$ cat config.mk
export PLATFORM = sky130hd
export DESIGN_NAME = regfile_dumper
export DESIGN_NICKNAME = d
export VERILOG_FILES = /design/src/rtl/regfile_dumper_pkg.sv /design/src/rtl/regfile_dumper_dump_serializer.sv /design/src/rtl/regfile_dumper.sv
export SDC_FILE = /design/constraint.sdc
export NUM_CORES = 1
export LEC_CHECK = 0
export BUFFER_PORTS_ARGS = -buffer_cell sky130_fd_sc_hd__buf_4
export CAP_MARGIN = 20
export CORE_AREA = 2 2 57 81
export DETAILED_ROUTE_END_ITERATION = 7
export DIE_AREA = 0 0 59 83
export PLACE_DENSITY = 0.8
export REMOVE_ABC_BUFFERS = 1
export SLEW_MARGIN = 40
export SYNTH_ARGS = -nofsm -noshare
export SYNTH_HDL_FRONTEND = slang
export SYNTH_SLANG_ARGS = --single-unit
$ cat constraint.sdc
create_clock -name clk -period 1.9 [get_ports clk]
set_input_delay 0.19 -clock clk [delete_from_list [all_inputs] [get_ports clk]]
set_output_delay 0.19 -clock clk [all_outputs]
set_load 0.1 [all_outputs]
$ cat src/rtl/regfile_dumper_pkg.sv
// Shared definitions for the register-file debug dumper.
package regfile_dumper_pkg;

  typedef enum logic [1:0] {
    ST_IDLE,
    ST_LOAD,
    ST_SEND,
    ST_DONE
  } state_t;

  localparam logic [2:0]  HDR_PREFIX    = 3'b101;
  localparam int unsigned BYTES_PER_REG = 5;

endpackage

$ cat src/rtl/regfile_dumper_dump_serializer.sv
// Snapshot of one register plus byte counter; emits header then data MSB first.
module regfile_dumper_dump_serializer
  import regfile_dumper_pkg::*;
(
  input  logic        clk,
  input  logic        reset,
  input  logic        i_load,
  input  logic        i_adv,
  input  logic [4:0]  i_idx,
  input  logic [31:0] i_data,
  output logic [7:0]  o_byte,
  output logic        o_last
);

  logic [31:0] r_snap;
  logic [2:0]  r_bcnt;

  always_ff @(posedge clk or negedge reset) begin
    if (!reset) begin
      r_snap <= '0;
      r_bcnt <= '0;
    end else if (i_load) begin
      r_snap <= i_data;
      r_bcnt <= '0;
    end else if (i_adv) begin
      r_bcnt <= r_bcnt + 3'd1;
    end
  end

  always_comb begin
    o_byte = '0;
    case (r_bcnt)
      3'd0:    o_byte = {HDR_PREFIX, i_idx};
      3'd1:    o_byte = r_snap[31:24];
      3'd2:    o_byte = r_snap[23:16];
      3'd3:    o_byte = r_snap[15:8];
      3'd4:    o_byte = r_snap[7:0];
      default: o_byte = '0;
    endcase
  end

  assign o_last = (r_bcnt == 3'(BYTES_PER_REG - 1));

endmodule

$ cat src/rtl/regfile_dumper.sv
// Walks FIRST_REG..LAST_REG through a borrowed read port and streams each
// register as a 5-byte record over valid/ready.
module regfile_dumper
  import regfile_dumper_pkg::*;
#(
  parameter int unsigned FIRST_REG = 0,
  parameter int unsigned LAST_REG  = 31
) (
  input  logic        clk,
  input  logic        reset,
  input  logic        i_start,
  input  logic        i_abort,
  output logic        o_busy,
  output logic        o_done,
  output logic [4:0]  o_rd_addr,
  input  logic [31:0] i_rd_data,
  output logic        o_out_valid,
  input  logic        i_out_ready,
  output logic [7:0]  o_out_byte
);

  if (FIRST_REG > LAST_REG || LAST_REG > 31) begin : g_bad_range
    $error("regfile_dumper: require FIRST_REG <= LAST_REG <= 31");
  end

  localparam logic [4:0] FIRST_IDX = 5'(FIRST_REG);
  localparam logic [4:0] LAST_IDX  = 5'(LAST_REG);

  state_t     r_state, w_next;
  logic [4:0] r_idx, w_idx_next;
  logic       w_hs, w_last;
  logic [7:0] w_byte;

  assign w_hs = (r_state == ST_SEND) && i_out_ready;

  // Terminal check happens before the increment, so idx never wraps at 31.
  always_comb begin
    w_next     = r_state;
    w_idx_next = r_idx;
    case (r_state)
      ST_IDLE: if (i_start) begin
        w_next     = ST_LOAD;
        w_idx_next = FIRST_IDX;
      end
      ST_LOAD: w_next = ST_SEND;
      ST_SEND: if (w_hs && w_last) begin
        if (r_idx == LAST_IDX) begin
          w_next = ST_DONE;
        end else begin
          w_next     = ST_LOAD;
          w_idx_next = r_idx + 5'd1;
        end
      end
      ST_DONE: w_next = ST_IDLE;
      default: w_next = ST_IDLE;
    endcase
    if (i_abort) begin
      w_next     = ST_IDLE;
      w_idx_next = r_idx;
    end
  end

  always_ff @(posedge clk or negedge reset) begin
    if (!reset) begin
      r_state <= ST_IDLE;
      r_idx   <= '0;
    end else begin
      r_state <= w_next;
      r_idx   <= w_idx_next;
    end
  end

  regfile_dumper_dump_serializer u_ser (
    .clk    (clk),
    .reset  (reset),
    .i_load (r_state == ST_LOAD),
    .i_adv  (w_hs),
    .i_idx  (r_idx),
    .i_data (i_rd_data),
    .o_byte (w_byte),
    .o_last (w_last)
  );

  assign o_busy      = (r_state == ST_LOAD) || (r_state == ST_SEND);
  assign o_done      = (r_state == ST_DONE);
  assign o_rd_addr   = r_idx;
  assign o_out_valid = (r_state == ST_SEND);
  assign o_out_byte  = o_out_valid ? w_byte : '0;

endmodule

Word-level counts from Yosys, hierarchy flattened
Cells that the tools add are included.

Register bits after elaboration: 42. Input port bits: 37. Word-level logic and storage cells: 42.

Add/sub/neg operators: 2. Eq/ne operators: 13. Muxes and demuxes: 13. Bitwise logic cells: 1. Reduce and logical (&&, ||, !) cells: 9.

Operators by type and width (number): 8-bit case mux with 5 select lines (1); 5-bit two-way mux (3); 5-bit case mux with 2 select lines (1); 2-bit two-way mux (4); 8-bit two-way mux (1); 2-bit case mux with 4 select lines (1); 3-bit by 2-bit == test with 1-bit output, second input constant (2); 3-bit two-way mux (2); 5-bit by 1-bit adder with 5-bit output, second input constant (1); 5-bit == test, second input constant (1); 5-bit AND reduction (1); 2-bit == test, second input constant (2); 2-bit != test, second input constant (2); 2-bit nonzero test (2); 3-bit by 1-bit adder with 3-bit output, second input constant (1); 3-bit by 1-bit == test with 1-bit output, second input constant (1); 3-bit == test, second input constant (1); 3-bit zero test (1); 3-bit by 2-bit != test with 1-bit output, second input constant (1); 3-bit != test, second input constant (1); 2-bit by 1-bit == test with 1-bit output, second input constant (1); 1-bit logical AND (2); 2-bit zero test (1); 2-bit by 1-bit != test with 1-bit output, second input constant (1); 3 further kinds (3).

Depth between registers and ports, before layout
Depth after elaboration: 6. Mapped depth: 8. Depth with buffers taken out: 6.

Cells and area by module
A second synthesis with hierarchy kept.

Cells, all modules: 179. Area total of the unflattened synthesis: 2210.9 µm².

By module, submodules not included: regfile_dumper_dump_serializer (instances 1, cells each 122, area each 1622.8 µm², sequential area each 875.8 µm²); regfile_dumper (instances 1, cells each 57, area each 588.1 µm², sequential area each 175.2 µm²).

Worst setup path after synthesis
Ideal clock, no wire load.

Path type: register -> output. Start point: register r_state[0]. End point: output port o_out_byte[5]. Arrival time: 3343 ps. Path slack: -1633 ps. Cell stages (with the launch flop): 6. Buffers on the path: 1. Path through: dfrtp_1 > inv_1 > ha_1 > buf_2 > o21ai_1 > a31oi_1.

Longest elaborated chain between the ends: 2.

Ends and longest elaborated chain: start: declaration (line regfile_dumper.sv:29) `state_t r_state, w_next;`; start signal: assignment (line regfile_dumper.sv:68) `r_state <= w_next;`; 2-bit == test (line regfile_dumper.sv:87) `assign o_out_valid = (r_state == ST_SEND);`; via o_out_valid (line regfile_dumper.sv:17) `output logic o_out_valid,`; 8-bit two-way mux (line regfile_dumper.sv:88) `assign o_out_byte = o_out_valid ? w_byte : '0;`; end: declaration (line regfile_dumper.sv:19) `output logic [7:0] o_out_byte`.

The timed path passes the listed nets, and every way through them passes these cells.

Final worst setup path
Start point: register u_ser.r_bcnt[0]. End point: output port o_out_byte[2].

Longest elaborated chain between the ends: 3. Elaborated cells on any way between the ends: 7. Those cells by class: eq/ne: 4; mux: 2; reduce/logical: 1.

Ends and longest elaborated chain: start: declaration (line regfile_dumper_dump_serializer.sv:16) `logic [2:0] r_bcnt;`; start signal: assignment (line regfile_dumper_dump_serializer.sv:26) `r_bcnt <= r_bcnt + 3'd1;`; 3-bit == test (tied with other cells) (line regfile_dumper_dump_serializer.sv:32) `case (r_bcnt)`; 8-bit case mux with 5 select lines (*) (line regfile_dumper_dump_serializer.sv:32); 8-bit two-way mux (*) (line regfile_dumper.sv:88).

Mark *: on every way between the ends. The rest lies on a longest branch, timed or not.

==> summary.md <==
| Metric | Value |
|---|---|
| Synth Register Bits | `42` |
| Max IR drop VDD | `about 0.8 mV` |
| Gr usage total | `approximately 22%` |
| WHS Endpoint | `r_state[0]$_DFFE_PN0P_` |
| Failing checks | `setup timing` |
| Dominant cell type by area after synthesis | `dfrtp_1` |
| First-pass GRT wire length | `between 8000 and 9000 µm` |
| Routed vias/inst | `5.891` |
| Die height | `roughly 83 µm` |
| RSZ-0062 raised after global routing | `true` |
| Pint | `around 0.0021 W` |
| Clk network pwr share | `between 10% and 20%` |
| Slew headroom | `65.08%` |
| Asr flop ratio synth | `100.0%` |
| Worst hold start | `i_abort` |
| Reg-to-reg critical path endpoint | `o_rd_addr[0]$_DFFE_PN0P_` |
| Outcome | `finished with violations` |
| Warnings, synthesis | `0` |
| Cells on Worst Hold Path | `2` |
| CTS H-Tree Depth | `2` |
| PortBufs | `52` |
| Synthesis-to-layout area growth | `38.71%` |
| GRT Residual Overflow | `0` |
| CTS root buf | `clkbuf_8` |
| Die width | `roughly 59 µm` |
| Final total power | `about 0.0033 W` |
| Dpl cells | `around 280` |
| Flop pwr share | `44.2%` |
| DR top layer | `met4` |
| Fin nets | `roughly 300` |
| Post-synthesis sequential area ratio | `50.03%` |
| Vias | `about 1,700` |
| DR WL met2 | `2724 µm` |
| Detailed Route WL | `5039 µm` |
| Critical path's largest stage delay | `~0.42 ns` |
| Routed len/inst | `between 15 and 20 µm` |
| Sw Pwr | `around 0.0011 W` |
| Share of cells above drive strength 1 | `a little over half` |
| CTS Sinks | `42` |
| # IOs | `53` |
| 1st-pass router iterations | `4` |
| Fillers | `about 310` |
| Combinational Power Share | `38.1%` |
| Core ar. | `between 0.004 and 0.005 mm²` |
| Slowest-stage cell, CP | `dfrtp_1` |
| Switching share of power | `35.21%` |
| CP Cell Sequence | `buf_4 -> ha_4 -> nor2b_4 -> a222oi_1 -> a21oi_2 -> buf_6` |
| Total of max-cap violations | `0` |
| Endpoints failing hold | `0` |
| Slew @ Worst Pin | `around 0.52 ns` |
| Antenna violations before repair | `0` |
| TritonCTS clock tree | `done` |
| Min-Delay Path Class | `input pin to register` |
| Dpl hpwl | `3531 µm` |
| Mean area per synthesized cell | `between 10 and 15 µm²` |
| R2r startpoint | `u_ser.r_bcnt[1]$_DFFE_PN0P_` |
| Post-synth top area share | `about half` |
| Clock slew at reported path FFs | `approximately 0.080 ns` |
| Top post-synthesis cells by area | `dfrtp_1 (50%), mux2_2 (19%), ha_1 (6.6%)` |
| Startpoint types | `register` |
| DRC | `0` |
| GPL Wtd Cong | `slightly below 0.8` |
| Beginning of the critical path | `u_ser.r_bcnt[0]$_DFFE_PN0P_` |
| Setup crit end kind | `output port` |
| Critical Path RT | `approximately 1.7 ns` |
| Setup Skew | `~0.0075 ns` |
| Metal1 wirelength | `slightly below 2000 µm` |
| Flop-to-flop setup slack | `around 0.02 ns` |
| Longest Clk Path Bufs | `2` |
| Fin crit period | `about 2.1 ns` |
| Post-synth EDFFs | `0` |
| Top Family by Delay on Critical Path | `compound AO/OA/AOI/OAI gates` |
| Fin crit share | `110.5%` |
| Most frequent cell after synthesis | `dfrtp_1` |
| Worst Path Buf+Inv | `2` |
| Antenna diodes | `0` |
| Clock Latency Late Sink | `approximately 0.30 ns` |
| Reg2reg path depth | `7` |
| Die ar. | `around 0.0049 mm²` |
| Pleak | `between 1 and 1.5 nW` |
| Met3 WL | `~220 µm` |
| Largest net degree at the start of global routing | `43` |
| Fmax | `around 480 MHz` |
| CTS buffer count | `5` |
| CP Max Fanout | `6` |
| Unique cell type count in the Yosys netlist | `32` |
| Final Max Slew Viols | `0` |
| Final std cells w/o fill | `~290` |
| Syn Inst Count | `between 150 and 200` |
| Final setup fails | `8` |
| Vias in the first global route | `roughly 1,700` |
| Pwr/cell area | `between 1000 and 1500 mW/mm²` |
| Setup Crit Path Kind | `register to output port` |
| Row cnt | `28` |
| Initial Util | `between 50% and 60%` |
| Mapped Area | `around 0.0021 mm²` |
| Top post-synthesis cells by count | `dfrtp_1 (42), mux2_2 (35), nand2_1 (15), ha_1 (11), a21oi_1 (9)` |
| Most common flop cell mapped by yosys | `dfrtp_1` |
| Fin worst setup slack | `-0.1990 ns` |
| Antenna Nets Post-Route | `0` |
| DR iter-0 viols | `between 70 and 80` |
| Worst Path Arrival | `about 1.9 ns` |
## layout make-up
class,count,area (µm²),area share (%)
clock buffer,5,68.82,2.362
clock inverter,3,21.27,0.7299
sequential,42,1052,36.11
inverter,6,22.52,0.7729
tap,45,56.30,1.932
timing repair buffer,71,605.6,20.78
multi-input combinational,121,1087,37.31
## stage by stage
step                      utilization (%)  instance area, µm²  setup TNS (ns)  hold slack (ns)  worst slack (ns)
after floorplan                         -                2057          -19.02          -0.1056            -1.908
after global placement              63.77                2636         -0.6231           0.2042           -0.1340
after detailed placement            63.77                2636          -1.087           0.2072           -0.1861
after CTS                           68.83                2845          -1.407          0.09393           -0.1922
after global routing                70.49                2914          -2.130           0.1089           -0.2997
final                               70.49                2914          -1.420          0.09697           -0.1990
## kinds of logic (layout without fill, tap and decap cells)
logic type	Yosys count	count (layout)	share of synthesized area, %
DFF	42	42	50.03
muxes	36	36	19.24
AOI/OAI and AO/OA	35	35	11.73
adders and majority gates	11	11	6.551
buffers and inverters	17	85	3.156
and+or+nand+nor	38	38	8.874
xor gates and xnor gates	1	1	0.4170
## sequential cells by signal (all words and copies together) (netlist names)
name and flops:
o_rd_addr 5, r_state 2, u_ser.r_snap 32, u_ser.r_bcnt 3
## worst max-delay path by stage
stage	endpoint	slack (ns)	cells after the start
2_1_floorplan	o_out_byte[5]	-1.91	4
3_3_place_gp	o_out_byte[4]	-0.13	7
3_5_place_dp	o_out_byte[4]	-0.19	7
4_1_cts	o_out_byte[4]	-0.19	7
5_1_grt	o_out_byte[2]	-0.30	6
6_report	o_out_byte[2]	-0.20	6
## per-layer routing
metal  track usage [%]  up-vias
li1                  -      791
met3             3.738       17
met2             37.88       55
met5                 0        -
met1             28.21      863
met4             7.438        0
## power groups by stage
stage | Clock [W] | Combinational (W) | Sequential, W
2_1_floorplan | 0 | 0.000727 | 0.00142
3_3_place_gp | 0 | 0.00107 | 0.00142
3_5_place_dp | 0 | 0.00110 | 0.00145
4_1_cts | 0.000585 | 0.00119 | 0.00143
5_1_grt | 0.000628 | 0.00133 | 0.00148
6_report | 0.000577 | 0.00124 | 0.00144
## cells in the final DEF (no fill, tap or decap), types with 4 or more instances in the layout
cell type   n
buf_4      58
dfrtp_1    41
mux2_2     35
nand2_1    15
nand3_1     8
buf_6       8
ha_1        6
a222oi_1    5
a21oi_1     5
clkbuf_8    5
inv_1       4
a21oi_2     4
ha_4        4
## timing repair
item / 4_1_cts / 5_1_grt
resized for setup: 27 / 12
pin swaps: 8 / 8
gates cloned: 0 / 0
buffers inserted: 3 / 1
endpoints found under the hold margin: 42 / 0
hold buffers: 1 / 0
endpoints found under the setup margin: 8 / 11
(Power assumes the default switching activity.)
